===== config.mk =====
export PLATFORM = sky130hd
export DESIGN_NAME = cim_result_packer
export DESIGN_NICKNAME = d
export VERILOG_FILES = /design/src/rtl/cim_result_packer.sv
export SDC_FILE = /design/constraint.sdc
export NUM_CORES = 1
export LEC_CHECK = 0
export CORE_MARGIN = 2
export CORE_UTILIZATION = 45
export DETAILED_ROUTE_END_ITERATION = 16
export PLACE_DENSITY = 0.68
export SYNTH_ARGS = -nofsm -noshare
export SYNTH_HDL_FRONTEND = slang
export SYNTH_SLANG_ARGS = --single-unit
export TNS_END_PERCENT = 50

===== constraint.sdc =====
create_clock -name clk -period 4 [get_ports clk]
set_input_delay 0.6 -clock clk [delete_from_list [all_inputs] [get_ports clk]]
set_output_delay 0.6 -clock clk [all_outputs]
set_load 0.1 [all_outputs]

===== src/rtl/cim_result_packer.sv =====
// Requantizes adder-tree results to OUT_W bits, packs LANES of them per word and queues words in a small FIFO.
// Optional statistics counters (res_cnt, drop_cnt) are enabled by defining CIM_PACK_STATS_EN.
module cim_result_packer #(
    parameter int unsigned IN_W       = 13,
    parameter int unsigned OUT_W      = 8,
    parameter int unsigned SHIFT      = 2,
    parameter int unsigned LANES      = 4,
    parameter int unsigned FIFO_DEPTH = 4
) (
    input  logic                             clk,
    input  logic                             rst_n,
    input  logic                             in_valid,
    input  logic [IN_W-1:0]                  in_data,
    input  logic                             flush,
    input  logic                             clr_ovf,
    output logic                             m_valid,
    output logic [LANES*OUT_W-1:0]           m_data,
    output logic [$clog2(LANES+1)-1:0]       m_count,
    input  logic                             m_ready,
    output logic                             ovf,
    output logic [$clog2(FIFO_DEPTH):0]      fifo_level
`ifdef CIM_PACK_STATS_EN
    ,
    output logic [15:0]                      res_cnt,
    output logic [15:0]                      drop_cnt
`endif
);

    localparam int unsigned SW = IN_W + 1;
    localparam int unsigned DW = LANES * OUT_W;
    localparam int unsigned CW = $clog2(LANES + 1);
    localparam int unsigned LW = $clog2(FIFO_DEPTH) + 1;
    localparam int unsigned PW = $clog2(FIFO_DEPTH);
    localparam logic [SW-1:0] MAXQ = SW'((1 << OUT_W) - 1);

    logic [SW-1:0]    sum_c;
    logic [SW-1:0]    shifted_c;
    logic [OUT_W-1:0] q_c;

    logic [OUT_W-1:0] pack_q [LANES];
    logic [OUT_W-1:0] pack_d [LANES];
    logic [CW-1:0]    lane_q, lane_d;
    logic [DW-1:0]    mem_q  [FIFO_DEPTH];
    logic [DW-1:0]    mem_d  [FIFO_DEPTH];
    logic [CW-1:0]    cmem_q [FIFO_DEPTH];
    logic [CW-1:0]    cmem_d [FIFO_DEPTH];
    logic [PW-1:0]    wr_ptr_q, wr_ptr_d;
    logic [PW-1:0]    rd_ptr_q, rd_ptr_d;
    logic [LW-1:0]    level_q, level_d;
    logic             m_valid_q, m_valid_d;
    logic [DW-1:0]    m_data_q, m_data_d;
    logic [CW-1:0]    m_count_q, m_count_d;
    logic             ovf_q, ovf_d;

    logic [DW-1:0]    word_c;
    logic [CW-1:0]    cnt_after_c;
    logic             push_c, pop_c, full_c, accept_c, drop_c;

    // Rounding offset only exists for a non-zero shift.
    generate
        if (SHIFT > 0) begin : g_round
            assign sum_c = {1'b0, in_data} + SW'(1 << (SHIFT - 1));
        end else begin : g_noround
            assign sum_c = {1'b0, in_data};
        end
    endgenerate

    always_comb begin
        shifted_c = sum_c >> SHIFT;
        if (shifted_c > MAXQ) begin
            q_c = '1;
        end else begin
            q_c = shifted_c[OUT_W-1:0];
        end
    end

    // Pack register with the current result merged into its lane.
    always_comb begin
        word_c = '0;
        for (int i = 0; i < LANES; i++) begin
            if (in_valid && (lane_q == CW'(i))) begin
                word_c[i*OUT_W +: OUT_W] = q_c;
            end else begin
                word_c[i*OUT_W +: OUT_W] = pack_q[i];
            end
        end
    end

    always_comb begin
        lane_d    = lane_q;
        pack_d    = pack_q;
        mem_d     = mem_q;
        cmem_d    = cmem_q;
        wr_ptr_d  = wr_ptr_q;
        rd_ptr_d  = rd_ptr_q;
        level_d   = level_q;
        ovf_d     = ovf_q & ~clr_ovf;

        cnt_after_c = lane_q + CW'(in_valid);
        push_c      = (cnt_after_c == CW'(LANES)) || (flush && (cnt_after_c != '0));
        pop_c       = m_valid_q && m_ready;
        full_c      = (level_q == LW'(FIFO_DEPTH));
        accept_c    = push_c && (!full_c || pop_c);
        drop_c      = push_c && full_c && !pop_c;

        if (push_c) begin
            lane_d = '0;
            for (int i = 0; i < LANES; i++) begin
                pack_d[i] = '0;
            end
        end else begin
            lane_d = cnt_after_c;
            for (int i = 0; i < LANES; i++) begin
                pack_d[i] = word_c[i*OUT_W +: OUT_W];
            end
        end

        if (accept_c) begin
            mem_d[wr_ptr_q]  = word_c;
            cmem_d[wr_ptr_q] = cnt_after_c;
            wr_ptr_d         = wr_ptr_q + PW'(1);
        end
        if (pop_c) begin
            rd_ptr_d = rd_ptr_q + PW'(1);
        end
        case ({accept_c, pop_c})
            2'b10:   level_d = level_q + LW'(1);
            2'b01:   level_d = level_q - LW'(1);
            default: level_d = level_q;
        endcase
        if (drop_c) begin
            ovf_d = 1'b1;
        end

        // Head outputs are registered copies of the next-state head entry.
        m_valid_d = (level_d != '0);
        m_data_d  = mem_d[rd_ptr_d];
        m_count_d = cmem_d[rd_ptr_d];
    end

    always_ff @(posedge clk or negedge rst_n) begin
        if (!rst_n) begin
            for (int i = 0; i < LANES; i++) begin
                pack_q[i] <= '0;
            end
            for (int i = 0; i < FIFO_DEPTH; i++) begin
                mem_q[i]  <= '0;
                cmem_q[i] <= '0;
            end
            lane_q    <= '0;
            wr_ptr_q  <= '0;
            rd_ptr_q  <= '0;
            level_q   <= '0;
            m_valid_q <= 1'b0;
            m_data_q  <= '0;
            m_count_q <= '0;
            ovf_q     <= 1'b0;
        end else begin
            pack_q    <= pack_d;
            mem_q     <= mem_d;
            cmem_q    <= cmem_d;
            lane_q    <= lane_d;
            wr_ptr_q  <= wr_ptr_d;
            rd_ptr_q  <= rd_ptr_d;
            level_q   <= level_d;
            m_valid_q <= m_valid_d;
            m_data_q  <= m_data_d;
            m_count_q <= m_count_d;
            ovf_q     <= ovf_d;
        end
    end

    assign m_valid    = m_valid_q;
    assign m_data     = m_data_q;
    assign m_count    = m_count_q;
    assign ovf        = ovf_q;
    assign fifo_level = level_q;

`ifdef CIM_PACK_STATS_EN
    logic [15:0] res_cnt_q, res_cnt_d;
    logic [15:0] drop_cnt_q, drop_cnt_d;

    // Free-running wrap-around counters, independent of clr_ovf.
    always_comb begin
        res_cnt_d  = res_cnt_q + 16'(in_valid);
        drop_cnt_d = drop_cnt_q + 16'(drop_c);
    end

    always_ff @(posedge clk or negedge rst_n) begin
        if (!rst_n) begin
            res_cnt_q  <= '0;
            drop_cnt_q <= '0;
        end else begin
            res_cnt_q  <= res_cnt_d;
            drop_cnt_q <= drop_cnt_d;
        end
    end

    assign res_cnt  = res_cnt_q;
    assign drop_cnt = drop_cnt_q;
`endif

endmodule


==> Yosys cells after proc, flatten, opt, wreduce, memory -nomap -nowiden <==
Cells that the tools add are included.
{ "word_totals": {"register_bits": 219, "inputBits": 19, "output_inout_bits": 40} }
{ "classes": {"addsub": 6, "magnitude_cmp": 4, "eq_ne": 7, "muxes": 24, "bitwise": 4, "reduce_logical": 17} }
{ "ops": {"columns": ["cell", "count"], "rows": [
  ["$bwmux W128", 1],
  ["$mux W128", 1],
  ["$mux W32", 4],
  ["$bmux W32 S2", 1],
  ["$demux W32 S2", 1],
  ["$mux W8", 5],
  ["$add A13 B2 Y14 const B", 1],
  ["$bwmux W12", 1],
  ["$gt A12 B8 Y1 const B", 1],
  ["$mux W12", 1],
  ["$mux W3", 4],
  ["$logic_and A1 B1 Y1", 10],
  ["$bmux W3 S2", 1],
  ["$demux W3 S2", 1],
  ["$eq A3 B2 Y1 const B", 2],
  ["$eq A3 B3 Y1 const B", 2],
  ["$ge A3 B3 Y1 const B", 2],
  ["$not A2 Y3", 2],
  ["$pmux W3 S2", 1],
  ["$reduce_bool A3 Y1", 2],
  ["$add A2 B1 Y2 const B", 2],
  ["$add A3 B1 Y3", 1],
  ["$add A3 B1 Y3 const B", 1],
  ["$eq A3 B1 Y1 const B", 1],
  ["other kinds (11)", 13]
]} }

==> Longest topological paths before layout <==
Gate-level depths: netlist of the first run.
{ "depth": {"ltp_word": 10, "mapped_depth": 13} }

==> Least setup slack after synthesis of the first run <==
No wires, ideal clock.
{ "synth_timing": {"path_kind": "input-to-reg", "startpoint": "input in_valid", "endpoint": "register m_valid_q, in the netlist m_valid", "setup_time_ns": 0.131, "arrival_ns": 3.146, "path_slack_ns": 0.723, "cell_stages": 12, "n_path_buf": 0, "cell_sequence": "ha_1 > ha_1 > o31ai_2 > a21oi_1 > inv_1 > ha_1 > inv_1 > fa_1 > xor2_1 > nor2_1 > xnor2_1 > or3_1"} }
{ "synth_via": {"elab_chain_len": 8} }
{ "synth_rtl": {"columns": ["item", "line_no", "rtl"], "rows": [
  ["start, declared", "12", "input logic in_valid,"],
  ["$add A3 B1 Y3 *", "99", "cnt_after_c = lane_q + CW'(in_valid);"],
  ["$reduce_bool A3 Y1", "100", "push_c = (cnt_after_c == CW'(LANES)) || (flush && (cnt_after_c != '0));"],
  ["$logic_and A1 B1 Y1", "100", null],
  ["$logic_or A1 B1 Y1 *", "100", null],
  ["$logic_and A1 B1 Y1 *", "103", "accept_c = push_c && (!full_c || pop_c);"],
  ["$eq A2 B1 Y1 / $eq A2 B2 Y1 (equally long branches)", "126", "case ({accept_c, pop_c})"],
  ["$pmux W3 S2 *", "126", null],
  ["net level_d[2]", "49", "logic [LW-1:0] level_q, level_d;"],
  ["$reduce_bool A3 Y1 *", "136", "m_valid_d = (level_d != '0);"],
  ["net m_valid_d", "50", "logic m_valid_q, m_valid_d;"],
  ["end signal, assigned", "166", "m_valid_q <= m_valid_d;"],
  ["end, declared", "50", null]
]} }
The timed path passes the listed nets; every way through them passes the cells marked *.
A chain may end at the register's enable or synchronous reset.

==> results.txt, run 1 <==
Highest Clock Rate: 293 MHz
FP Rows: 54
Tot Pwr: 10.6 mW
Final Hold Viols: 0
Fin Hold WS: 0.145 ns
syn nets: 1022
fraction of layout cells with a size suffix above 1: 11.3%
initial antenna violation count: 0
Post-DRT Antenna Nets: 0
diode count: 0
wire per inst: 20.3 um
Routability Congestion: 0.836
Yosys warnings: 0
Post-CTS Resized: 0
first-pass GRT wire length: 43800 um
Core ar.: 0.0219 mm2
Pwr per Cell Area: 902 mW/mm2
worst relative slew slack: 32.6%
# fillers: 1972
Critical R2R Capture: m_count[0]
H-tree depth: 1
Crit Path Class: input pin to register
Top delay family on crit path: multiplexers
TritonCTS clock tree: built
RSZ-0062 raised after global routing: false
crit path max fanout: 17
Avg Synthesized Cell Area: 10.1 um2
worst-case vdd ir drop: 0.000507 V
post-layout util: 53.7%
GRT Util Overall: 23.1%
fin area: 0.0117 mm2
DR WL met2: 12200 um
multi-input logic area: 0.00422 mm2
clk buf depth: 3
I/O Buffers: 57
sequential area share after synthesis: 54.3%
Root Buffer: clkbuf_16
Reg area: 0.00548 mm2
router iterations before antenna repair: 5
vias in the first global route: 7871
Post-synth EDFFs: 0
die area: 0.0236 mm2
via count: 7998
Post-synth ARST share: 100%
Pleak: 5.05 nW
clock sinks: 219
skew final: 0.0170 ns
CP max stage delay: 0.48 ns
total negative setup slack: 0 ns
Routed Wire Length: 27100 um
fin crit share: 85.4%
die width: 154 um
largest net degree at the start of global routing: 130
Cell variety after synth: 61
Seq cells post-synth: 219
WP buf/inv: 1
max_cap viols: 0
startpoint types: input pin
hold crit path type: input pin to async pin
mapped cell area: 0.0101 mm2
slowest CP cell: mux4_2
grt ovf: 0
FF-to-FF Start: lane_q[0]
setup violators final: 0
CTS Hold Bufs: 0
Post-Synthesis Cells: 994
min Tclk post-route: 3.42 ns
R2R setup slack: 0.75 ns
Initial DRC Count: 531
CTS Buf Count: 24
Die Ht: 154 um
reg2reg path depth: 7
status: completed
CP Data Arrival Time: 3.81 ns
Nets: 1063
met3 WL: 2060 um
Worst Max-Slew Pin Slew: 1.01 ns
vias per cell: 6.00
Setup Fix Bufs, Post-CTS: 0
# DRC: 0
post-DP HPWL: 16400 um
dominant synthesized flop cell: dfrtp_1
DR top layer: met4
clock slew at reported path FFs: 0.06 ns
Post-Route M1 WL: 11900 um
CP dominant cell by count: ha_1
clk_lat worst skew: 0.52 ns
IO Pins: 59
Max Slew Vio Count: 0
dpl cell area: 0.0109 mm2
synthesis-to-layout area growth: 16.5%
Req. time, crit path: 4.39 ns
CP cell instances: clkdlybuf4s50_1, ha_1, ha_1, o21bai_1, o31a_1, nand3_2, mux2_4, mux4_2
Critical Path End Type: register
Starting Density: 46.1%
synthesized netlist by cell type (6+ instances only):
library cell	count	share of area, %
dfrtp_1	219	54
o21ai_0	203	10
nand2_1	129	4.8
clkbuf_1	62	2.3
a21oi_1	36	1.8
nor2_1	36	1.3
nor3_1	34	1.7
o2111ai_1	33	2.9
o221ai_1	33	2.9
nand2b_1	19	1.2
mux2i_1	13	1.3
inv_1	11	0.41
mux2_2	11	1.2
a22oi_2	10	1.2
a2bb2oi_1	10	0.87
nand3_1	10	0.50
o21ai_1	10	0.50
buf_6	8	0.89
ha_1	8	0.99
a32oi_1	7	0.61
mux2_1	7	0.78
and2_1	6	0.37
buf_2	6	0.30
worst max-delay path by stage:
stage | to | startpoint | cells after the start | slack, ns
after floorplan | m_valid | in_valid | 12 | 0.72
after global placement | m_count[0] | in_valid | 8 | 0.15
after detailed placement | m_count[0] | in_valid | 8 | 0.04
after CTS | m_count[0] | in_valid | 8 | 0.58
after global routing | m_count[0] | in_valid | 8 | 0.43
final | m_count[0] | in_valid | 8 | 0.58
per-stage QoR:
step                      worst slack (ns)  std cells
after floorplan                      0.723        994
after global placement               0.146       1289
after detailed placement            0.0427       1289
after CTS                            0.578       1332
after global routing                 0.428       1332
final                                0.585       1332
kinds of logic (layout without fill, tap and decap cells):
| kind of cell | after synthesis | in the layout | share of synthesized area (%) |
|---|---|---|---|
| buffers and inverters | 89 | 147 | 3.98 |
| muxes | 37 | 37 | 4.49 |
| adders and majority gates | 9 | 9 | 1.19 |
| xor gates and xnor gates | 9 | 9 | 0.856 |
| and+or+nand+nor | 261 | 261 | 12.1 |
| AOI/OAI and AO/OA | 370 | 370 | 23.1 |
| DFF | 219 | 219 | 54.3 |
report_power, final:
group	total (mW)	internal (mW)	leakage, nW	switching, mW
logic	5.02	1.47	1.77	3.55
clock network	2.21	1.32	0.402	0.892
registers	3.37	3.01	2.88	0.361
area by class of cell:
class / instances / area share [%]
clock buffer: 35 / 6.15
clock inverter: 8 / 0.682
inverter: 13 / 0.415
multi-input combinational: 686 / 35.9
sequential: 219 / 46.7
tap: 280 / 2.98
timing repair buffer: 91 / 7.18
layer usage:
layer	track usage, %	vias to the layer above
met3	4.88	70
met2	36.0	337
met5	0	-
met1	32.2	3892
li1	-	3699
met4	8.04	0
cell usage in the layout (no fill, tap or decap), types with 5 or more instances in the layout:
| cell | n |
|---|---|
| buf_4 | 33 |
| inv_1 | 11 |
| clkinv_2 | 5 |
| a2bb2oi_1 | 10 |
| and2_1 | 6 |
| nor3_1 | 34 |
| ha_1 | 8 |
| mux2_1 | 7 |
| nand2_1 | 129 |
| mux2_2 | 11 |
| a22oi_2 | 10 |
| nand2b_1 | 19 |
| nand3_1 | 10 |
| nor2_1 | 36 |
| clkdlybuf4s50_1 | 56 |
| o21ai_0 | 203 |
| o21ai_1 | 10 |
| o221ai_1 | 33 |
| dfrtp_1 | 219 |
| clkbuf_16 | 24 |
| a32oi_1 | 7 |
| o2111ai_1 | 33 |
| clkbuf_8 | 8 |
| mux2i_1 | 13 |
| a21oi_1 | 36 |
worst register-to-register path, cell delays in order, from the launching register on:
cell	delay, ns
dfrtp_1	0.40
ha_1	0.19
ha_1	0.41
o21bai_1	0.35
o31a_1	0.40
nand3_2	0.45
mux2_4	0.45
mux4_2	0.48
state kept, by name (all words and copies together) (netlist names):
register and cells:
fifo_level 3, m_count 3, rd_ptr_q 2, ovf 1, cmem_q 12, lane_q 3
mem_q 128, wr_ptr_q 2, m_valid 1, m_data 32, pack_q 32
Power figures use the tool's default switching activity.
==> inputs of run 2 (changes only) <==
- CTS_BUF_LIST: not set -> sky130_fd_sc_hd__clkbuf_8
==> run 2 against run 1 <==
  * Wire length rose by 0.73%
  * Sequential cell count is the same
  * Sequential share of layout area grew 0.35 points
  * Worst setup slack improved by 0.0011 ns
  * Register-to-register slack about the same
  * Clock skew fell by 0.0058 ns
  * Critical path type unchanged
  * Highest routed layer is now met5
==> results.txt, run 2 (synthesized netlist as in run 1, its figures left out) <==
Critical R2R Capture: m_count[0]
router iterations before antenna repair: 6
RSZ-0062 raised after global routing: false
crit path max fanout: 17
Max Slew Vio Count: 0
CP cell instances: clkdlybuf4s50_1, ha_1, ha_1, o21bai_1, o31a_1, nand3_2, mux2_4, mux4_2
die area: 0.0236 mm2
Tot Pwr: 10.3 mW
WP buf/inv: 1
Reg with most FFs: mem_q
Pleak: 5.07 nW
Routed Wire Length: 27300 um
Req. time, crit path: 4.39 ns
Root Buffer: clkbuf_8
clock sinks: 219
# fillers: 1978
hold crit path type: input pin to async pin
max FFs per register: 128
multi-input logic area: 0.00422 mm2
Initial DRC Count: 693
dpl cells: 1289
fin area: 0.0117 mm2
worst-case vdd ir drop: 0.000591 V
Post-DRT Antenna Nets: 0
largest net degree at the start of global routing: 130
fraction of layout cells with a size suffix above 1: 11.9%
first-pass GRT wire length: 44100 um
Worst Max-Slew Pin Slew: 0.991 ns
FF-to-FF Start: lane_q[0]
Core ar.: 0.0219 mm2
Final Hold Viols: 0
clk_lat worst skew: 0.53 ns
most frequent cells in the layout: dfrtp_1, o21ai_0, nand2_1
CP max stage delay: 0.48 ns
dpl cell area: 0.0109 mm2
post-layout util: 53.3%
min Tclk post-route: 3.41 ns
Reg area: 0.00548 mm2
vias per cell: 5.96
Routability Congestion: 0.836
Highest Clock Rate: 293 MHz
Crit Path Class: input pin to register
final non-filler cell total: 1353
CTS Hold Bufs: 0
H-tree depth: 2
IO Pins: 59
I/O Buffers: 57
die width: 154 um
setup violators final: 0
worst relative slew slack: 33.9%
slowest CP cell: mux4_2
Die Ht: 154 um
reg2reg path depth: 7
vias in the first global route: 7976
grt ovf: 0
synthesis-to-layout area growth: 15.6%
CTS Buf Count: 37
max_cap viols: 0
fin crit share: 85.3%
status: completed
FP Rows: 54
commonest non-fill, non-tap cell in the layout: dfrtp_1
Setup Fix Bufs, Post-CTS: 0
R2R setup slack: 0.74 ns
post-DP HPWL: 16400 um
clock slew at reported path FFs: 0.06 ns
TritonCTS clock tree: built
# DRC: 0
diode count: 0
Critical Path End Type: register
startpoint types: input pin
via count: 8069
Pwr per Cell Area: 886 mW/mm2
Top delay family on crit path: multiplexers
initial antenna violation count: 1
Post-CTS Resized: 0
total negative setup slack: 0 ns
GRT Util Overall: 23.4%
Starting Density: 46.1%
CP dominant cell by count: ha_1
wire per inst: 20.2 um
Nets: 1076
skew final: 0.0113 ns
CP Data Arrival Time: 3.80 ns
clk buf depth: 3
-- run 2: per-stage QoR --
| stage | worst slack [ns] | hold slack [ns] |
|---|---|---|
| floorplan | 0.723 | 0.304 |
| global placement | 0.146 | 0.462 |
| detailed placement | 0.0427 | 0.471 |
| CTS | 0.590 | 0.195 |
| global route | 0.425 | 0.242 |
| finish | 0.586 | 0.136 |
-- run 2: cell type report --
class / instances / share of cell area, %
Inverter: 13 / 0.418
Tap cell: 280 / 3.00
Clock inverter: 20 / 0.944
Multi-Input combinational cell: 686 / 36.2
Timing Repair Buffer: 91 / 7.23
Clock buffer: 44 / 5.19
Sequential cell: 219 / 47.0
-- run 2: worst max-delay path by stage --
| stage | start | end | cells past startpoint |
|---|---|---|---|
| 5_1_grt | in_valid | m_count[0] | 8 |
| 3_3_place_gp | in_valid | m_count[0] | 8 |
| 4_1_cts | in_valid | m_count[0] | 8 |
| 6_report | in_valid | m_count[0] | 8 |
| 3_5_place_dp | in_valid | m_count[0] | 8 |
| 2_1_floorplan | in_valid | m_valid | 12 |
-- run 2: power breakdown --
part	internal, mW	switching, mW	leakage, nW
registers	3.01	0.361	2.88
clock network	1.06	0.885	0.427
logic	1.47	3.54	1.77
-- run 2: layer usage --
layer / track usage, % / part of all wire, %
met1: 32.3 / 43
met4: 10.2 / 3.3
met2: 36.2 / 45
met5: 0 / 0.048
met3: 4.62 / 7.7
==> edit 1, RTL diff (settings of run 1) <==
Set the parameter `FIFO_DEPTH` to 8 (it was 4).
--- a/src/rtl/cim_result_packer.sv
+++ b/src/rtl/cim_result_packer.sv
@@ -7,3 +7,3 @@
     parameter int unsigned LANES      = 4,
-    parameter int unsigned FIFO_DEPTH = 4
+    parameter int unsigned FIFO_DEPTH = 8
 ) (
Interface: changed (resized fifo_level); port bits go from 59 to 60. No check against the original RTL was run, so the function may have changed too.
==> edit 1 against run 1 <==
Synthesized area is 59% higher; sequential cell count increased by 143; fmax shrank 6.0%; sequential share of layout area grew 1.6 points; power up 53%; routed wire length up 55%; largest power group unchanged; worst setup slack worse by 0.22 ns; critical path depth increased by 2; synthesized cell count increased by 61%; final area up 60%.
==> edit 1: results (changes against run 1) <==
metric	value	unit	change
grt_max_degree	124		was 130
cpLargestDelayFamily	compound AO/OA/AOI/OAI gates		was multiplexers
synth_area_per_cell	10.0	um^2	was 10.1 um^2
largest_register_ffs	256		was 128
cts_buffers	39		was 24
drt_iter0_markers	860		was 531
htree_levels	2		was 1
cp_slowest_cell	a2111oi_0		was mux4_2
synth_fp_nets	1629		was 1022
status	complete, no violations		unchanged
cellLeakagePower	8.15	nW	was 5.05 nW
fin_cells	2147		was 1332
cts_root_buf	clkbuf_16		unchanged
vdd.ir_drop.worst	0.000544	V	was 0.000507 V
dp_hpwl	28000	um	was 16400 um
drive_gt1_share	13.0	%	was 11.3%
cp.arrival	4.01	ns	was 3.81 ns
skew	0.0169	ns	was 0.0170 ns
grt_pass1_wl	67600	um	was 43800 um
grt_pass1_vias	12500		was 7871
yosysUniqueCellTypes	76		was 61
grtUsageTotal	23.3	%	was 23.1%
cp_max_fo	19		was 17
critPathMaxStageDelay	0.62	ns	was 0.48 ns
ys_seq_area_share	56.4	%	was 54.3%
vias	12600		was 7998
netlist_top_cells_area	dfrtp_1 56%, o21ai_0 6.5%, nand2_1 5.1%		was dfrtp_1 54%, o21ai_0 10%, nand2_1 4.8%
synth_common_cells	362 x dfrtp_1, 218 x nand2_1, 207 x o21ai_0, 152 x nor2_1, 92 x a21oi_1		was 219 x dfrtp_1, 203 x o21ai_0, 129 x nand2_1, 62 x clkbuf_1
place_ws	-0.0701	ns	was 0.0427 ns
worst_slew_pin_slew	1.15	ns	was 1.01 ns
## edit 1: changes by cell type in the layout (fill, tap and decap cells not counted), sizes merged, moves of 15 or more
cell / change
dfrtp: +143
nor2: +117
nand2: +89
o211ai: +69
buf: +62
a21oi: +57
o2111ai: -34
and3: +21
o221ai: -21
a211oi: +20
clkbuf: +18
nand3: +16
a2111oi: +15
## edit 1: final timing paths
| path | start | to | slack [ns] | depth (start not counted) |
|---|---|---|---|---|
| worst max register to register | lane_q[0] | m_data[28] | 0.37 | 10 |
| min in group clk | mem_q[15] | mem_q[15] | 0.47 | 2 |
| worst min-delay path | rst_n | m_data[26] | 0.19 | 1 |
| worst max-delay path | lane_q[0] | m_data[28] | 0.37 | 10 |
| worst min register to register | mem_q[15] | mem_q[15] | 0.47 | 2 |
| max in group asynchronous | rst_n | mem_q[0] | 2.71 | 2 |
## edit 1: layout make-up
| cell class | instances | area [um^2] | area share (%) |
|---|---|---|---|
| tap | 461 | 577 | 3.07 |
| clock inverter | 11 | 108 | 0.573 |
| multi-input combinational | 1097 | 6440 | 34.3 |
| inverter | 9 | 33.8 | 0.180 |
| sequential | 362 | 9060 | 48.3 |
| timing repair buffer | 154 | 1420 | 7.56 |
| clock buffer | 53 | 1130 | 6.03 |
## edit 1: routing by layer
| layer | track usage, % | vias up | share of wire (%) |
|---|---|---|---|
| li1 | - | 5868 | - |
| met1 | 31.5 | 6253 | 44 |
| met2 | 38.4 | 365 | 48 |
| met3 | 3.36 | 91 | 5.4 |
| met4 | 8.51 | 0 | 3.4 |
| met5 | 0 | - | 0 |
## edit 1: worst reg2reg max path, delay by kind of cell, from the launching register on
kind / cells / cell delay [ns]
fa+ha+maj: 2 / 0.56
buf+inv: 2 / 0.50
compound gates: 4 / 1.20
flops: 1 / 0.50
simple gates: 2 / 0.73
## edit 1: per-stage QoR
| stage | power, mW | area, um^2 |
|---|---|---|
| floorplan | 10.5 | 16000 |
| global route | 17.2 | 18800 |
| detailed placement | 12.8 | 17500 |
| finish | 16.2 | 18800 |
| CTS | 16.3 | 18800 |
| global placement | 12.5 | 17500 |
## edit 1: cells by family after synthesis
family | count (synthesis) | share of synthesized area, %
xor gates and xnor gates | 17 | 1.02
buffers and inverters | 142 | 3.84
and+or+nand+nor | 516 | 14.7
DFF | 362 | 56.4
adders and majority gates | 9 | 0.748
AOI/OAI and AO/OA | 512 | 20.0
muxes | 43 | 3.29
## edit 1: where the power goes
part	leakage, nW	switching [mW]	internal, mW
registers	4.65	0.535	5.02
logic	2.89	4.83	2.36
clock network	0.615	1.41	2.09
total	8.15	6.77	9.48
==> edit 2, RTL diff (flow settings as in run 1) <==
Without the edit above. Put one more register stage on the output `m_count`. The value now appears one clock later. The other outputs are not delayed to match.
--- a/src/rtl/cim_result_packer.sv
+++ b/src/rtl/cim_result_packer.sv
@@ -174,3 +174,5 @@
     assign m_data     = m_data_q;
-    assign m_count    = m_count_q;
+    always_ff @(posedge clk) begin
+        m_count <= m_count_q;
+    end
     assign ovf        = ovf_q;
Function: changed (a bounded check fails within 4 cycles, from zero or initial values and one cycle with rst_n low).
==> edit 2 against run 1 <==
Worst setup slack improved by 0.31 ns; synthesized area increased by 0.60%; power increased by 0.23%; sequential cell count increased by 3; combinational power about the same; first-iteration DRC count increased by 11%; final area increased by 0.44%; highest routed layer unchanged; register-to-register slack improved by 0.30 ns; routed wire length increased by 0.20%.
==> edit 2: results (changes against run 1) <==
metric	value	unit	change
status	complete, no violations		unchanged
cts_buffers	24		unchanged
skew	0.00794	ns	was 0.0170 ns
grt_pass1_wl	43500	um	was 43800 um
cts_root_buf	clkbuf_16		unchanged
viasPerCell	5.95		was 6.00
synth_fp_nets	1025		was 1022
cp.arrival	3.50	ns	was 3.81 ns
cellLeakagePower	5.07	nW	was 5.05 nW
synth_compound_area_share	22.9	%	was 23.1%
hold_path.class	input port to asynchronous set/reset pin		unchanged
antenna_found_initial	0		unchanged
critPathMaxStageDelay	0.45	ns	was 0.48 ns
firstDrtPassIters	5		unchanged
async_reset_ff_share	98.6	%	was 100%
synth-main-ff-cell	dfrtp_1		unchanged
switching_share	45.2	%	was 45.3%
dp.cells	1292		was 1289
dp_hpwl	16100	um	was 16400 um
synth_edf_count	0		unchanged
synth_area_per_cell	10.2	um^2	was 10.1 um^2
clk_latency	0.52	ns	about the same
post_cts_buffers	0		unchanged
grt_max_degree	107		was 130
yosysUniqueCellTypes	62		was 61
place.port_buffers	57		unchanged
drive_gt1_share	11.4	%	was 11.3%
yosys.area_share.adder	1.18	%	was 1.19%
synth_xor_area_share	0.851	%	was 0.856%
placed_cell_area	0.0110	mm^2	was 0.0109 mm^2
largest_register_ffs	128		unchanged
drt_iter0_markers	587		was 531
wl	27100	um	about the same
place_ws	0.356	ns	was 0.0427 ns
cpLargestDelayFamily	multiplexers		unchanged
htree_levels	1		unchanged
cp_slowest_cell	mux2_1		was mux4_2
layout.nets	1066		was 1063
routedWlPerCell	20.3	um	about the same
grt_pass1_vias	7800		was 7871
netlist_top_cells_area	dfrtp_1 54%, o21ai_0 10%, nand2_1 4.8%		unchanged
relSlewSlack	34.2	%	was 32.6%
place_congestion	0.829		was 0.836
ys_seq_area_share	54.6	%	was 54.3%
grtUsageTotal	23.1	%	about the same
cp_max_fo	15		was 17
synth_mux_area_share	4.46	%	was 4.49%
vdd.ir_drop.worst	0.000577	V	was 0.000507 V
==> edit 2: cell count changes after synthesis, sizes merged <==
cell / run 1 / this run
dfxtp: 0 / 3
==> edit 2: path summary, 6_finish.rpt <==
| path | slack [ns] | from | endpoint | cells after the start |
|---|---|---|---|---|
| worst max-delay path | 0.90 | in_valid | m_count_q[2] | 8 |
| worst min-delay path | 0.12 | rst_n | m_data[3] | 1 |
| worst max register to register | 1.05 | lane_q[0] | m_count_q[2] | 7 |
| worst min register to register | 0.34 | m_count_q[0] | m_count[0] | 0 |
| max in group asynchronous | 2.91 | rst_n | cmem_q[11] | 2 |
| min in group clk | 0.34 | m_count_q[0] | m_count[0] | 0 |
==> edit 2: layer usage <==
metal	GRT usage (%)	wire (um)
met1	32.2	11800
met2	36.6	12500
met3	4.90	2140
met4	6.72	685
met5	0	0
==> edit 2: kinds of logic after synthesis <==
kind of cell,count (synthesis)
xor+xnor,9
buf+inv,89
flops,222
compound gates,370
simple gates,261
mux,37
fa+ha+maj,9
==> edit 2: cell type report <==
| type | instances | area [um^2] |
|---|---|---|
| fill | 1913 | 10200 |
| sequential | 222 | 5540 |
| tap | 280 | 350 |
| timing repair buffer | 91 | 843 |
| clock inverter | 13 | 130 |
| clock buffer | 30 | 663 |
| multi-input combinational | 686 | 4220 |
| inverter | 13 | 48.8 |
==> edit 2: power groups by stage <==
| stage | Combinational, mW | Clock (mW) | Sequential [mW] |
|---|---|---|---|
| floorplan | 2.38 | 0 | 4.62 |
| global placement | 4.91 | 0 | 3.42 |
| detailed placement | 4.97 | 0 | 3.45 |
| CTS | 4.98 | 2.23 | 3.41 |
| global route | 5.39 | 2.33 | 3.50 |
| finish | 5.02 | 2.19 | 3.41 |
